$ cat src/rtl/burst_read_ctrl.sv
// rtl/burst_read_ctrl.sv - burst read sequencer for a wait-stated memory port
module burst_read_ctrl #(
    parameter int ADDR_W    = 8,
    parameter int LEN_W     = 4,
    parameter int MAX_RETRY = 3
) (
    input  logic              clk,
    input  logic              rstn,
    input  logic              go,
    input  logic [ADDR_W-1:0] base_addr,
    input  logic [LEN_W-1:0]  burst_len,
    input  logic              ws,
    output logic              rd,
    output logic [ADDR_W-1:0] addr,
    output logic              beat,
    output logic              ds,
    output logic              err,
    output logic              busy
);

    localparam int RTY_W = (MAX_RETRY < 1) ? 1 : $clog2(MAX_RETRY + 1);
    localparam logic [RTY_W-1:0] RTY_MAX = RTY_W'(MAX_RETRY);

    typedef enum logic [3:0] {
        IDLE  = 4'b0001,
        READ  = 4'b0010,
        DELAY = 4'b0100,
        DONE  = 4'b1000
    } state_t;

    state_t             state_q, state_d;
    logic [ADDR_W-1:0]  addr_q, addr_d;
    logic [LEN_W-1:0]   beat_cnt_q, beat_cnt_d;
    logic [LEN_W-1:0]   len_q, len_d;
    logic [RTY_W-1:0]   retry_cnt_q, retry_cnt_d;
    logic               abort_q, abort_d;

    always_comb begin
        state_d     = state_q;
        addr_d      = addr_q;
        beat_cnt_d  = beat_cnt_q;
        len_d       = len_q;
        retry_cnt_d = retry_cnt_q;
        abort_d     = abort_q;
        case (state_q)
            IDLE: begin
                if (go) begin
                    addr_d      = base_addr;
                    len_d       = burst_len;
                    beat_cnt_d  = '0;
                    retry_cnt_d = '0;
                    abort_d     = 1'b0;
                    state_d     = READ;
                end
            end
            READ: state_d = DELAY;
            DELAY: begin
                if (ws) begin
                    // Retry re-reads the same address; the limit turns into an abort.
                    if (retry_cnt_q < RTY_MAX) begin
                        retry_cnt_d = retry_cnt_q + RTY_W'(1);
                        state_d     = READ;
                    end else begin
                        abort_d = 1'b1;
                        state_d = DONE;
                    end
                end else if (beat_cnt_q == len_q) begin
                    state_d = DONE;
                end else begin
                    addr_d      = addr_q + ADDR_W'(1);
                    beat_cnt_d  = beat_cnt_q + LEN_W'(1);
                    retry_cnt_d = '0;
                    state_d     = READ;
                end
            end
            DONE:    state_d = IDLE;
            default: state_d = IDLE;
        endcase
    end

    always_ff @(posedge clk or negedge rstn) begin
        if (!rstn) begin
            state_q     <= IDLE;
            addr_q      <= '0;
            beat_cnt_q  <= '0;
            len_q       <= '0;
            retry_cnt_q <= '0;
            abort_q     <= 1'b0;
        end else begin
            state_q     <= state_d;
            addr_q      <= addr_d;
            beat_cnt_q  <= beat_cnt_d;
            len_q       <= len_d;
            retry_cnt_q <= retry_cnt_d;
            abort_q     <= abort_d;
        end
    end

    // Decoded per legal state so an illegal encoding drives every output low.
    logic st_read, st_delay, st_done;
    assign st_read  = (state_q == READ);
    assign st_delay = (state_q == DELAY);
    assign st_done  = (state_q == DONE);

    assign rd   = st_read | st_delay;
    assign beat = st_delay & ~ws;
    assign ds   = st_done;
    assign err  = st_done & abort_q;
    assign busy = st_read | st_delay | st_done;
    assign addr = addr_q;

endmodule

$ cat config.mk
export PLATFORM = sky130hd
export DESIGN_NAME = burst_read_ctrl
export DESIGN_NICKNAME = d
export VERILOG_FILES = /design/src/rtl/burst_read_ctrl.sv
export SDC_FILE = /design/constraint.sdc
export NUM_CORES = 1
export LEC_CHECK = 0
export ABC_CLOCK_PERIOD_IN_PS = 2009
export CORE_AREA = 4 4 61 63
export CTS_CLUSTER_SIZE = 10
export DETAILED_ROUTE_END_ITERATION = 10
export DIE_AREA = 0 0 65 67
export PLACE_DENSITY_LB_ADDON = 0.12
export SYNTH_ARGS = -nofsm -noshare
export SYNTH_HDL_FRONTEND = slang
export SYNTH_SLANG_ARGS = --single-unit
$ cat constraint.sdc
create_clock -name clk -period 2.01 [get_ports clk]
set_input_delay 0.402 -clock clk [delete_from_list [all_inputs] [get_ports clk]]
set_output_delay 0.402 -clock clk [all_outputs]
set_load 0.02 [all_outputs]
## Word level (Yosys, flattened, before mapping)

Cells that the tools add are included.

| cells by class | value |
|---|---|
| add/subtract/negate cells | 3 |
| $lt $le $gt $ge | 1 |
| equal/unequal tests | 12 |
| mux-type cells | 22 |
| bitwise gates (word level) | 5 |
| reductions and logical operators | 5 |

Operators with widths:

| kind | number |
|---|---|
| $mux W4 | 7 |
| $mux W8 | 3 |
| $pmux W8 S2 | 1 |
| $pmux W4 S3 | 1 |
| $reduce_and A4 Y1 | 3 |
| $ne A2 B2 Y1 const B | 5 |
| $add A8 B1 Y8 const B | 1 |
| $mux W2 | 4 |
| $pmux W4 S2 | 1 |
| $add A4 B1 Y4 const B | 1 |
| $eq A4 B1 Y1 const B | 1 |
| $eq A4 B2 Y1 const B | 1 |
| $eq A4 B3 Y1 const B | 1 |
| $eq A4 B4 Y1 | 1 |
| $eq A4 B4 Y1 const B | 1 |
| $pmux W2 S2 | 1 |
| $mux W1 | 3 |
| $ne A3 B2 Y1 const B | 1 |
| $ne A3 B3 Y1 const B | 1 |
| $add A2 B1 Y2 const B | 1 |
| $and A1 B1 Y1 | 2 |
| $lt A2 B2 Y1 const B | 1 |
| $or A1 B1 Y1 | 2 |
| $pmux W1 S2 | 1 |
| other kinds (3) | 3 |

| storage, ports and cells | value |
|---|---|
| flip-flop bits (word level) | 23 |
| bits of input ports | 16 |
| output and inout bits | 13 |

## Longest topological paths before layout

Gate-level depths: netlist of run 1.

| logic depth | value |
|---|---|
| word-level depth | 4 |
| gate-level depth with buffers | 6 |

## Worst setup path before layout of run 1

Ideal clock, no wire load.

| path | value |
|---|---|
| kind | flip-flop to output port |
| start point | register state_q[0] |
| end point | output err |
| arrival | 1.714 ns |
| required time | 1.608 ns |
| slack | -0.106 ns |
| stages on the path, launching flop included | 4 |
| cell sequence | dfstp_2 > buf_2 > nor4b_1 > and2_1 |

| on the way | value |
|---|---|
| word-level cells in the longest chain between the ends | 2 |

Ends and longest elaborated chain:

| what | RTL line | text |
|---|---|---|
| from (decl) | 31 | `state_t state_q, state_d;` |
| from (signal assigned) | 90 | `state_q <= state_d;` |
| $eq A4 B4 Y1 | 103 | `assign st_done = (state_q == DONE);` |
| via ds | 16 | `output logic ds,` |
| $and A1 B1 Y1 | 108 | `assign err = st_done & abort_q;` |
| to (decl) | 17 | `output logic err,` |

The timed path passes the listed nets, and every way through them passes these cells.

## Worst setup path after layout of run 1

| path | value |
|---|---|
| start point | register state_q[3] |
| end point | register addr_q[0], in the netlist addr[0] |

| on the way | value |
|---|---|
| word-level cells in the longest chain between the ends | 3 |

Ends and longest elaborated chain:

| what | RTL line | text |
|---|---|---|
| $eq A4 B3 Y1 or $eq A4 B1 Y1 (tied branches) | 45 | `case (state_q)` |
| $ne A2 B2 Y1 (no source line) or $reduce_bool A2 Y1 (tied branches) | -- |  |
| $reduce_and A4 Y1 (no source line) | -- |  |
| to (signal assigned) | 91 | `addr_q <= addr_d;` |
| to (decl) | 32 | `logic [ADDR_W-1:0] addr_q, addr_d;` |

Several ways; a longest one is shown, not always the timed one.
A chain may end at the register's enable or synchronous reset.

==> summary.txt, run 1 <==
Run status
  • Status: complete, no violations

CTS
  • Hold-fix buffers at CTS: 0
  • CTS max path bufs: 2
  • CTS Buf Count: 3
  • CTS root buffer: clkbuf_4
  • H-tree depth: 1
  • Reg clk slew, reported paths: 0.13 ns
  • Clock Sinks: 23
  • TritonCTS clock tree: yes
  • Worst-Skew Late Latency: 0.31 ns

Floorplan
  • Die ar.: 4360 µm²
  • Die width: 65 µm
  • Initial Utilization: 42.7%
  • Die height: 67 µm
  • IO Count: 29
  • Core area: 3230 µm²
  • Site Rows: 21

Synth
  • Sequential share of the synthesized area: 41.8%
  • Ranking of synthesized cells by area: dfrtp_1 40%, a211oi_1 3.8%, o21ai_0 3.6%
  • Most frequent cell after synthesis: dfrtp_1
  • Post-synth EDFFs: 0
  • Post-synth top cells: 22 x dfrtp_1, 10 x nand2_1, 10 x nor2_1, 10 x o21ai_0, 7 x a211oi_1
  • Synth Cell Area: 1380 µm²
  • Average size of a mapped cell: 9.93 µm²
  • Dominant synthesized flop cell: dfrtp_1
  • Post-synthesis mux area share: 6.98%
  • Synth Area in XOR/XNOR: 3.17%
  • Yosys top cell area share: 39.9%
  • Seq cells post-synth: 23
  • YS warnings: 0
  • Cell taking the most area after synthesis: dfrtp_1
  • Largest family of logic cells by synthesized area: compound AO/OA/AOI/OAI gates
  • Syn nets: 158
  • Synth unique cells: 45
  • Compound-gate portion of the synthesized area: 21.9%
  • Post-Synthesis Cells: 139
  • Synth async-reset ratio: 100%
  • Post-synthesis simple-gate area fraction: 20.5%
  • Adder-cell area share of the yosys netlist: 2.72%

Detailed routing
  • Via Count: 1243
  • Initial DRC count: 47
  • Post-route antenna net violation count: 0
  • DR DRC count: 0
  • Post-Route WL: 3310 µm
  • Wire per inst: 14.3 µm
  • Vias per cell: 5.38
  • TritonRoute pass-1 iters: 4

Timing
  • RSZ-0062 raised after global routing: true
  • Max-slew violations: 0
  • Setup tns final: 0 ns
  • Final setup fails: 0
  • Worst-Margin Slew: 0.408 ns
  • Setup WS post-layout: 0.00614 ns
  • Slew headroom: 72.6%
  • Min Tclk post-route: 2.00 ns
  • Layout Skew: 0.00193 ns
  • Top achievable clock speed: 499 MHz
  • Hold WS: 0.432 ns
  • Fin. Hold Viols: 0
  • Fin crit share: 99.7%

Setup path
  • Worst-path maximum fanout: 6
  • CP arrival: 2.21 ns
  • Worst Path Buf+Inv: 1
  • Crit-path cells: or4b_4 > buf_8 > a41o_4 > a221o_1 > a22o_1
  • Endpoint class of the critical path: flop
  • CP required: 2.22 ns
  • Slowest stage delay, CP: 0.58 ns
  • CP max stage cell: or4b_4
  • Setup crit start kind: flop
  • Critical path class: reg -> reg
  • CP delay by family, top: compound AO/OA/AOI/OAI gates

Place
  • DP HPWL: 2450 µm
  • Inst Count DP: 224
  • Port bufs: 28
  • Routability cong.: 0.814
  • Worst slack, placed: -0.177 ns

Finish
  • Area Overhead vs Synth: 37.5%
  • # fillers: 328
  • Ant diodes: 0
  • Share of cells above drive strength 1: 23.2%
  • Final Non-Filler Cells: 231
  • Nets: 205

Power and ir drop
  • Static Leakage: 0.000780 µW
  • Total power: 2590 µW
  • Peak VDD IR: 0.893 mV
  • PD cells: 1360 nW/µm²

Run
  • Max Cap Violations: 0

Global routing
  • Vias in the first global route: 1202
  • Largest net degree at the start of global routing: 24
  • Gr ovfl total: 0
  • First-pass GRT wire length: 5390 µm
  • Gr usage total: 16.0%
  • Initial antenna violation count: 0

Hold path
  • Hold Crit Class: in -> async
## sequential cells by signal (all words and copies together) (netlist names)
register and count:
beat_cnt_q 4, retry_cnt_q 2, abort_q 1, addr 8
len_q 4, state_q 4
## cell families (layout without fill, tap and decap cells)
group	after synthesis	after routing
buffers and inverters	10	56
XOR/XNOR	5	5
AND/OR/NAND/NOR	49	49
AO/OA/AOI/OAI	40	40
flip-flops	23	23
multiplexers	9	9
adder cells (fa/ha/maj)	3	3
## stage by stage
| stage | instance area (µm²) | util [%] |
|---|---|---|
| floorplan | 1390 | - |
| global placement | 1830 | 56.5 |
| detailed placement | 1830 | 56.5 |
| CTS | 1890 | 58.5 |
| global route | 1900 | 58.7 |
| finish | 1900 | 58.7 |
## final timing paths
kind / from / end / slack [ns] / cells after the start
worst max register to register: state_q[3]$_DFFE_PN0P_ / addr[0]$_DFFE_PN0P_ / 0.006 / 5
worst min register to register: abort_q$_DFFE_PN0P_ / abort_q$_DFFE_PN0P_ / 0.48 / 1
worst min-delay path: rstn / addr[4]$_DFFE_PN0P_ / 0.43 / 2
min in group clk: abort_q$_DFFE_PN0P_ / abort_q$_DFFE_PN0P_ / 0.48 / 1
worst max-delay path: state_q[3]$_DFFE_PN0P_ / addr[0]$_DFFE_PN0P_ / 0.006 / 5
max in group asynchronous: rstn / state_q[0]$_DFFE_PN1P_ / 1.30 / 2
## cells in the final DEF, fill, tap and decap left out, drive strengths merged, types with 2 or more instances in the layout
master	instances
nand3	4
nand4b	2
a21oi	5
and3b	2
nor2	10
clkdlybuf4s50	23
a2bb2oi	3
o21ai	11
o21a	2
clkbuf	4
mux2	5
a31oi	2
nor2b	2
nand2	10
nand2b	2
ha	3
a211oi	7
xnor2	5
inv	5
or3	3
dfrtp	22
mux2i	4
nor3	3
nand4	2
nor4b	4
buf	24
## metal layers
layer  up-vias  global-route usage [%]  wire, µm
met5         -                       0         0
met3         4                    2.87        94
met1       601                    20.3      1550
li1        617                       -         -
met4         0                    6.07        34
met2        21                    26.8      1630
## final cells by class
cell class / count / area (µm²) / share of cell area [%]
sequential: 23 / 578 / 30.5
timing repair buffer: 47 / 418 / 22.0
multi-input combinational: 106 / 800 / 42.1
inverter: 5 / 18.8 / 0.989
tap: 46 / 57.6 / 3.03
clock buffer: 4 / 26.3 / 1.38
## where the power goes
group | switching (µW) | leakage (µW) | internal (µW)
Combinational | 790 | 0.000479 | 772
Clock | 142 | 0.0000150 | 77.5
Sequential | 165 | 0.000286 | 642
## repair_timing
item | 4_1_cts | 5_1_grt
pin swaps | 1 | 3
gates resized for setup | 29 | 3
endpoints found under the setup margin | 13 | 7
buffers inserted | 2 | 1
No activity file was read; power rests on OpenSTA's default activity.
==> run 2: changes to the inputs <==
--- a/config.mk
+++ b/config.mk
@@ -11,6 +11,8 @@
 export DETAILED_ROUTE_END_ITERATION = 10
 export DIE_AREA = 0 0 65 67
 export PLACE_DENSITY_LB_ADDON = 0.12
+export SKIP_LAST_GASP = 1
+export SLEW_MARGIN = 20
 export SYNTH_ARGS = -nofsm -noshare
 export SYNTH_HDL_FRONTEND = slang
 export SYNTH_SLANG_ARGS = --single-unit
==> results of run 2 <==
No change in the layout: final DEF, timing and power equal those of run 1.
